$ cat src/rtl/l1_bus_merger.sv
// l1_bus_merger: N-to-1 merger for one coherence bus channel.
// Several L1 ports share one core-level req/gnt/busy triplet. Ports are
// arbitrated round-robin, and ownership is locked for the whole transaction.
// A busy-hold watchdog raises a sticky flag when an owner holds busy too long.
//
// Ports:
//   clk, rst       clock; asynchronous active-high reset
//   up_req         per-port bus request
//   up_busy        per-port transaction in progress
//   up_tx          per-port outgoing message, [NUM_PORTS-1:0][MSG_W-1:0]
//   up_gnt         per-port grant, one-hot or zero
//   dn_req         merged request to the bus arbiter
//   dn_gnt         grant from the bus arbiter
//   dn_busy        merged busy
//   dn_tx          merged message
//   owner_valid    a port currently owns the merger (REQ or OWN)
//   owner_id       index of the owning port
//   hold_err       sticky watchdog flag
//
// MSG_W defaults to the request-message width. The response-channel
// instance overrides it with the response-message width.
module l1_bus_merger #(
    parameter int unsigned NUM_PORTS = 2,
    parameter int unsigned MSG_W     = 32,
    parameter int unsigned HOLD_MAX  = 64,
    localparam int unsigned PW       = $clog2(NUM_PORTS),
    localparam int unsigned CW       = $clog2(HOLD_MAX + 1)
) (
    input  logic                            clk,
    input  logic                            rst,
    input  logic [NUM_PORTS-1:0]            up_req,
    input  logic [NUM_PORTS-1:0]            up_busy,
    input  logic [NUM_PORTS-1:0][MSG_W-1:0] up_tx,
    output logic [NUM_PORTS-1:0]            up_gnt,
    output logic                            dn_req,
    input  logic                            dn_gnt,
    output logic                            dn_busy,
    output logic [MSG_W-1:0]                dn_tx,
    output logic                            owner_valid,
    output logic [PW-1:0]                   owner_id,
    output logic                            hold_err
);

    typedef enum logic [1:0] {IDLE, REQ, OWN} state_t;

    state_t        state, state_nxt;
    logic [PW-1:0] owner, owner_nxt;
    logic [PW-1:0] rr_ptr, rr_nxt;
    logic [CW-1:0] hold_cnt, hold_nxt, hold_inc;
    logic          err_nxt;

    logic          found;
    logic [PW-1:0] pick;

    // Round-robin search upward from rr_ptr, with an explicit modulo wrap so
    // that non-power-of-2 port counts never select an out-of-range index.
    always_comb begin
        int unsigned idx;
        found = 1'b0;
        pick  = '0;
        for (int unsigned i = 0; i < NUM_PORTS; i++) begin
            idx = (32'(rr_ptr) + i) % NUM_PORTS;
            if (!found && up_req[PW'(idx)]) begin
                found = 1'b1;
                pick  = PW'(idx);
            end
        end
    end

    assign hold_inc = (hold_cnt == CW'(HOLD_MAX)) ? hold_cnt : hold_cnt + 1'b1;

    always_comb begin
        state_nxt = state;
        owner_nxt = owner;
        rr_nxt    = rr_ptr;
        hold_nxt  = hold_cnt;
        err_nxt   = hold_err;
        up_gnt    = '0;
        dn_req    = 1'b0;
        dn_busy   = 1'b0;
        dn_tx     = '0;
        case (state)
            IDLE: begin
                if (found) begin
                    owner_nxt = pick;
                    state_nxt = REQ;
                end
            end
            REQ: begin
                dn_req        = 1'b1;
                dn_tx         = up_tx[owner];
                up_gnt[owner] = dn_gnt;
                // A grant beats a same-cycle withdrawal.
                if (dn_gnt) begin
                    state_nxt = OWN;
                    rr_nxt    = PW'((32'(owner) + 1) % NUM_PORTS);
                    hold_nxt  = '0;
                end else if (!up_req[owner]) begin
                    state_nxt = IDLE;
                end
            end
            OWN: begin
                dn_busy  = up_busy[owner];
                dn_tx    = up_tx[owner];
                hold_nxt = hold_inc;
                // The flag is raised in the OWN cycle where the saturating
                // count reaches HOLD_MAX with busy still held.
                if (hold_inc == CW'(HOLD_MAX) && up_busy[owner]) begin
                    err_nxt = 1'b1;
                end
                if (!up_busy[owner]) begin
                    state_nxt = IDLE;
                end
            end
            default: state_nxt = IDLE;
        endcase
    end

    always_ff @(posedge clk or posedge rst) begin
        if (rst) begin
            state    <= IDLE;
            owner    <= '0;
            rr_ptr   <= '0;
            hold_cnt <= '0;
            hold_err <= 1'b0;
        end else begin
            state    <= state_nxt;
            owner    <= owner_nxt;
            rr_ptr   <= rr_nxt;
            hold_cnt <= hold_nxt;
            hold_err <= err_nxt;
        end
    end

    assign owner_valid = (state != IDLE);
    assign owner_id    = owner_valid ? owner : '0;

endmodule

$ cat config.mk
export PLATFORM = sky130hd
export DESIGN_NAME = l1_bus_merger
export DESIGN_NICKNAME = d
export VERILOG_FILES = /design/src/rtl/l1_bus_merger.sv
export SDC_FILE = /design/constraint.sdc
export NUM_CORES = 1
export LEC_CHECK = 0
export CORE_UTILIZATION = 30
export DETAILED_ROUTE_END_ITERATION = 10
export PLACE_DENSITY_LB_ADDON = 0.2
export SYNTH_ARGS = -nofsm -noshare
export SYNTH_HDL_FRONTEND = slang
export SYNTH_SLANG_ARGS = --single-unit
$ cat constraint.sdc
create_clock -name clk -period 1.65 [get_ports clk]
set_input_delay 0.2475 -clock clk [delete_from_list [all_inputs] [get_ports clk]]
set_output_delay 0.2475 -clock clk [all_outputs]
set_load 0.05 [all_outputs]
==> metrics <==
outcome complete, but fails checks; violated checks negative setup slack; relative max-transition margin 0.610; share of synthesized area spent on multiplexers 0.266; Critical Setup Path Class reg2out; classification of the worst-slack hold path in2async; Post-Synth Adder-Cell Area 0.0459; hpwl dp roughly 4300 um; number of CTS-inserted buffers 3; share of final-layout standard cells stronger than drive strength 1 0.504; synthesized netlist net count ~230; vias in the first global route between 1500 and 2000; part of the Yosys area used for sequential elements 0.220; Worst Hold Slack around 340 ps; first-pass GRT wire length around 9700 um; final worst-path cycle share 1.12; worst path setup slack after routing -190 ps; setup repair after global routing missed its margin yes; chip width just under 70 um; skew final 7.35 ps; Worst Setup Start Kind register; buffers from clock root to sink, at most 2; final standard cell utilization of the core 0.814; max-cap violations 0; Mean Syn Cell Area around 9 um2; root cell of the clock tree sky130_fd_sc_hd__clkbuf_8; violation count after the first detailed-route iteration 140; sum of negative setup slack -5200 ps; pin count of the biggest net entering global routing 19; effective utilization at floorplan 0.313; post-synth top area share 0.250; peak supply drop 1760 uV; count of pins on the block boundary 110; count of distinct cell types in the synthesized netlist 35; total number of clock tree sinks 12; clock insertion delay at the later pin of the skew report about 250 ps; fraction of registers with async set or reset after synthesis 1.00; residual DRC count 0; count of inserted antenna diode cells 0; number of max-slew violations in the final report 0; basic-gate share of the synthesized area counting and, or, nand and nor cells 0.269; placement row count 24; number of hold buffers added after CTS 0; cells taking the most area after synthesis sky130_fd_sc_hd__mux2i_1, sky130_fd_sc_hd__dfrtp_1, sky130_fd_sc_hd__nor2b_1; DR vias between 1500 and 2000; cell taking the most area after synthesis sky130_fd_sc_hd__mux2i_1; number of synthesized flops with an enable pin 0; most frequent cells in the layout sky130_fd_sc_hd__clkdlybuf4s50_1, sky130_fd_sc_hd__buf_12, sky130_fd_sc_hd__nor2b_4; CTS tree yes; post-route minimum period 1840 ps; Max Clock Freq ~540 MHz; first-pass detailed-route iteration total 4; final hold viol count 0; Worst Max-Slew Pin Slew 581 ps; floorplan core area ~4400 um2; count of nets left with antenna violations after detail routing 0; dominant register cell in the synthesized netlist sky130_fd_sc_hd__dfrtp_1; Gate Count Post-Synth between 150 and 200; post-synthesis cell area roughly 1400 um2; power per standard cell area around 2700 nW/um2; total routing resource utilization after global routing 0.264; Req. time, crit path 1400 ps; leakage power approximately 0.0015 uW; Die Span Y 69.4 um; Setup Viol. Count Final 40; cell area after layout roughly 3500 um2; clock transition at the registers of the reported paths 60 ps; Total Wirelength approximately 7700 um; Remaining Overflow, GRT 0; critical path arrival about 1600 ps; synth warn 0; layout overhead on the synthesized area 160%; number of register bits inferred by synthesis 12; port buffer count about 110; most frequent standard cell in the layout excluding fill and tap cells sky130_fd_sc_hd__clkdlybuf4s50_1; compound-cell area share of the yosys netlist 0.0991; per-cell routed wire length 23.2 um; Die ar. about 4800 um2; Layout Nets 357; maximum fanout along the worst path 16; area after detailed placement between 2000 and 3000 um2; capturing element type of the critical path output pin; number of vias per cell after detailed routing roughly 5.4; depth of the CTS H-tree 1; GPL Wtd Cong about 0.85; XOR/XNOR Fraction of Synth Area 0.0321; initial antenna violation count 0; largest family of logic cells by synthesized area simple AND/OR/NAND/NOR gates
-- flip-flops by register name, summed over array words and instances, names as in the netlist --
| name | count |
|---|---|
| hold_cnt | 7 |
| hold_err | 1 |
| owner | 1 |
| rr_ptr | 1 |
| state | 2 |
-- repair_timing --
action                     in CTS  in global routing
setup endpoints to repair      34                 35
gates cloned                    0                  2
setup buffers                   6                  6
pin swaps                       1                  2
resized for setup              57                 23
-- stage by stage --
step | power [uW] | setup WS, ps | cells
2_1_floorplan | 4300 | -143 | 155
4_1_cts | 9010 | -66.8 | 324
6_report | 9640 | -190 | 332
3_5_place_dp | 7580 | -0.871 | 314
3_3_place_gp | 7540 | 30.7 | 314
5_1_grt | 9900 | -208 | 332
-- per-layer routing --
metal / vias up / track usage / share of wire
li1: 787 / - / -
met1: 884 / 0.307 / 0.38
met2: 93 / 0.441 / 0.51
met3: 19 / 0.0887 / 0.073
met4: 0 / 0.109 / 0.033
met5: - / 0 / 0
-- cells by family after synthesis --
group	count (synthesis)
compound gates	19
fa+ha+maj	5
simple gates	60
buf+inv	18
xor+xnor	5
flops	12
mux	36
-- area by class of cell --
cell class                 instances  area [um2]
timing repair buffer             131        1700
multi-input combinational        125        1400
fill                             228         812
sequential                        12         302
tap                               52        65.1
clock buffer                       4        45.0
inverter                           8        33.8
-- path summary, 6_finish.rpt --
kind / start / cells past startpoint / to / slack [ps]
worst max-delay path: state[1]$_DFFE_PP0P_ / 5 / dn_tx[23] / -190
worst min-delay path: rst / 2 / hold_cnt[6]$_DFFE_PP0P_ / 340
worst max register to register: state[1]$_DFFE_PP0P_ / 6 / state[1]$_DFFE_PP0P_ / -90
worst min register to register: hold_err$_DFFE_PP0P_ / 1 / hold_err$_DFFE_PP0P_ / 520
max in group asynchronous: rst / 2 / owner$_DFFE_PP0P_ / 920
min in group clk: hold_err$_DFFE_PP0P_ / 1 / hold_err$_DFFE_PP0P_ / 520
-- worst max-delay path, stage by stage, from the launching register on --
cell,delay [ps]
sky130_fd_sc_hd__dfrtp_1,430
sky130_fd_sc_hd__inv_2,100
sky130_fd_sc_hd__ha_4,320
sky130_fd_sc_hd__buf_12,150
sky130_fd_sc_hd__nor2b_4,190
sky130_fd_sc_hd__buf_12,150
-- synth_stat cells (3+ instances only) --
cell type and n:
sky130_fd_sc_hd__a32o_1 4, sky130_fd_sc_hd__and3_1 3, sky130_fd_sc_hd__clkbuf_1 3, sky130_fd_sc_hd__dfrtp_1 12, sky130_fd_sc_hd__ha_1 5, sky130_fd_sc_hd__inv_1 8, sky130_fd_sc_hd__mux2i_1 34, sky130_fd_sc_hd__nand2_1 6
sky130_fd_sc_hd__nand3_1 5, sky130_fd_sc_hd__nor2_1 3, sky130_fd_sc_hd__nor2b_1 34, sky130_fd_sc_hd__o21ai_0 7, sky130_fd_sc_hd__xor2_1 3
-- power breakdown --
group	leakage (uW)	total (uW)	switching [uW]	internal (uW)
clock network	0.0000228	299	128	171
logic	0.00134	8900	4350	4550
registers	0.000157	445	77.3	367
total	0.00152	9640	4550	5090
No activity file was read; power rests on OpenSTA's default activity.
==> patch (same settings) <==
Re-encode `state_t` (3 states) as one-hot, 3 bits wide.
--- a/src/rtl/l1_bus_merger.sv
+++ b/src/rtl/l1_bus_merger.sv
@@ -42,5 +42,5 @@
 );
 
-    typedef enum logic [1:0] {IDLE, REQ, OWN} state_t;
+    typedef enum logic [2:0] {IDLE = 3'b001, REQ = 3'b010, OWN = 3'b100} state_t;
 
     state_t        state, state_nxt;
Formal check against the unedited RTL: no difference found for any inputs over 10 cycles, from zero or initial values and one cycle with rst high; not proved beyond that.
==> patch against the original RTL <==
The flow still finishes with violations (negative setup slack). Largest cell class unchanged. Cell area is 3.1% lower. Worst setup slack gained 33 ps. Via count about the same. Cell count increased by 3.6%. Routed wire length decreased by 14%. Highest routed layer unchanged. Critical path type unchanged. Area after synthesis fell by 2.4%. Clock skew rose by 2.3 ps. Sequential cell count grew 1. Hold slack lost 23 ps. Critical path depth fell by 1.
Power is not compared: it rests on default switching activity, and its combinational part moved more than twofold at a synthesized area within 25%.
==> patch: results (changes against the original RTL) <==
| Metric | Value |
|---|---|
| Status | finished, violations left |
| Failing checks | negative setup slack |
| Synth warnings | 0 (unchanged) |
| Fill cell count | 228 (unchanged) |
| Mapped Nets | 239 (+3.5%) |
| Post-synthesis sequential area ratio | 0.245 (+0.0251) |
| Longest Clk Path Bufs | 2 (unchanged) |
| Wire length on met1 | 2.14 mm (-28%) |
| Most area-consuming cells after synthesis | mux2i_1 25%, dfrtp_1 23%, nor2_1 12% |
| Root buffer cell | clkbuf_8 |
| Detailed placer's ending HPWL | 4.43 mm (+3.8%) |
| Clock transition at the registers of the reported paths | 60 ps (about the same) |
| Largest net degree at the start of global routing | 27 (+8) |
| Gp weighted congestion | 0.824 (-2.6%) |
| Share of post-route cells with drive strength above 1 | 0.429 (-0.0750) |
| Fraction of synthesized area in multiplexers | 0.257 (-0.00948) |
| Antenna violations before repair | 0 (unchanged) |
| Net count, final | 368 (+3.1%) |
| Biggest regs | hold_cnt x7, state x3 |
| Routed wl met2 | 3.59 mm (-8.7%) |
| Adder-cell share of the synthesized area | 0.0188 (-0.0271) |
| Avg WL per Cell | 19.2 um (-17%) |
| Num CTS Buffers | 3 (unchanged) |
| Max Slew Vio Count | 0 (unchanged) |
| Final non-filler cell total | 344 (+3.6%) |
| Synth Area in Compound Gates | 0.133 (+0.0334) |
| Top post-synthesis cells by count | 43 x nor2_1, 33 x mux2i_1, 12 x dfrtp_1 |
| Met3 routed WL | 607 um (+7.2%) |
| DR pass1 iterations | 4 (unchanged) |
| Post-Synth XOR/XNOR Area | 0.0461 (+0.0139) |
| Crit path DAT | 1560 ps (-30 ps) |
| DP Cell Count | 326 (+3.8%) |
| Worst-path fanout max | 26 (+10) |
| Number of I/O port buffers | 109 (unchanged) |
| Skew final | 9.63 ps (+2.27 ps) |
| Netlist cell types | 37 (+5.7%) |
| Critical-path top delay cell | dfrtp_2 |
| First-pass GRT wire length | 9.00 mm (-7.3%) |
| Actual slew at the worst max-slew pin | 524 ps (-57.2 ps) |
| Setup WS pre-CTS | 61.7 ps (+62.5 ps) |
| Peak VDD IR | about 1.9 mV |
| Post-Synthesis Cells | 166 (+7.1%) |
| Final WS setup | -157 ps (+33.4 ps) |
| Antenna cell count | 0 (unchanged) |
| Initial DRC Count | 80 (-43%) |
| # setup viols final | 37 (-7.5%) |
| Total track usage | 0.268 (+0.00436) |
| Vias | 1784 (+0.056%) |
| Hold crit path type | in -> async |
[patch: cell count changes after synthesis, moves of 3 or more]
cell / before / now
a21o_1: 0 / 3
a32o_1: 4 / 0
and3_1: 3 / 0
buf_2: 2 / 6
ha_1: 5 / 2
nor2_1: 3 / 43
nor2b_1: 34 / 0
o21ai_0: 7 / 4
xnor2_1: 2 / 5
[patch: cell type report]
class                      count  share of cell area
clock buffer                   4              0.0131
multi-input combinational    134               0.361
tap                           50              0.0182
sequential                    13              0.0959
inverter                       8             0.00875
timing repair buffer         135               0.503
[patch: final timing paths]
path,start,end,slack (ps)
max,owner,dn_tx[1],-160
min,rst,hold_cnt[1],320
max in group asynchronous,rst,state[2],960
min reg2reg,rr_ptr,rr_ptr,500
max reg2reg,state[2],hold_err,30
min in group clk,rr_ptr,rr_ptr,500
[patch: per-stage QoR]
stage | area (um2) | util | TNS (ps) | power [mW]
floorplan | 1510 | - | -1700 | 2.77
detailed placement | 3080 | 0.749 | 0 | 4.36
finish | 3430 | 0.834 | -3380 | 5.33
global route | 3430 | 0.834 | -5860 | 5.54
global placement | 3080 | 0.749 | 0 | 4.30
CTS | 3340 | 0.812 | -1750 | 5.07
[patch: timing repair]
action                                 CTS  global route
gates cloned                             1             0
pin swaps                                5             6
gates resized for setup                 32             9
endpoints found under the hold margin    0             0
setup buffers                            8             5
setup endpoints to repair               38            41
[patch: power groups by stage]
| stage | combinational (mW) | sequential [mW] | clock [mW] |
|---|---|---|---|
| 5_1_grt | 4.62 | 0.600 | 0.327 |
| 3_3_place_gp | 3.74 | 0.568 | 0 |
| 4_1_cts | 4.20 | 0.567 | 0.300 |
| 2_1_floorplan | 2.27 | 0.501 | 0 |
| 6_report | 4.43 | 0.586 | 0.308 |
| 3_5_place_dp | 3.78 | 0.575 | 0 |
[patch: metal layers]
layer,global-route usage,vias to the layer above
met2,0.493,96
met3,0.0674,22
met1,0.281,834
met4,0.130,0
li1,-,832
met5,0,-
[patch: worst register-to-register path, stage by stage (launching register included)]
cell	delay, ps
dfrtp_2	440
buf_4	150
nor3b_4	220
nand2_2	120
buf_4	150
nor4_1	270
a31o_1	200
[patch: cell families (layout without fill, tap and decap cells)]
family	count (synthesis)	in the layout
AOI/OAI and AO/OA	25	25
buffers and inverters	19	147
DFF	13	13
and+or+nand+nor	66	66
adders and majority gates	2	2
xor gates and xnor gates	7	7
muxes	34	34
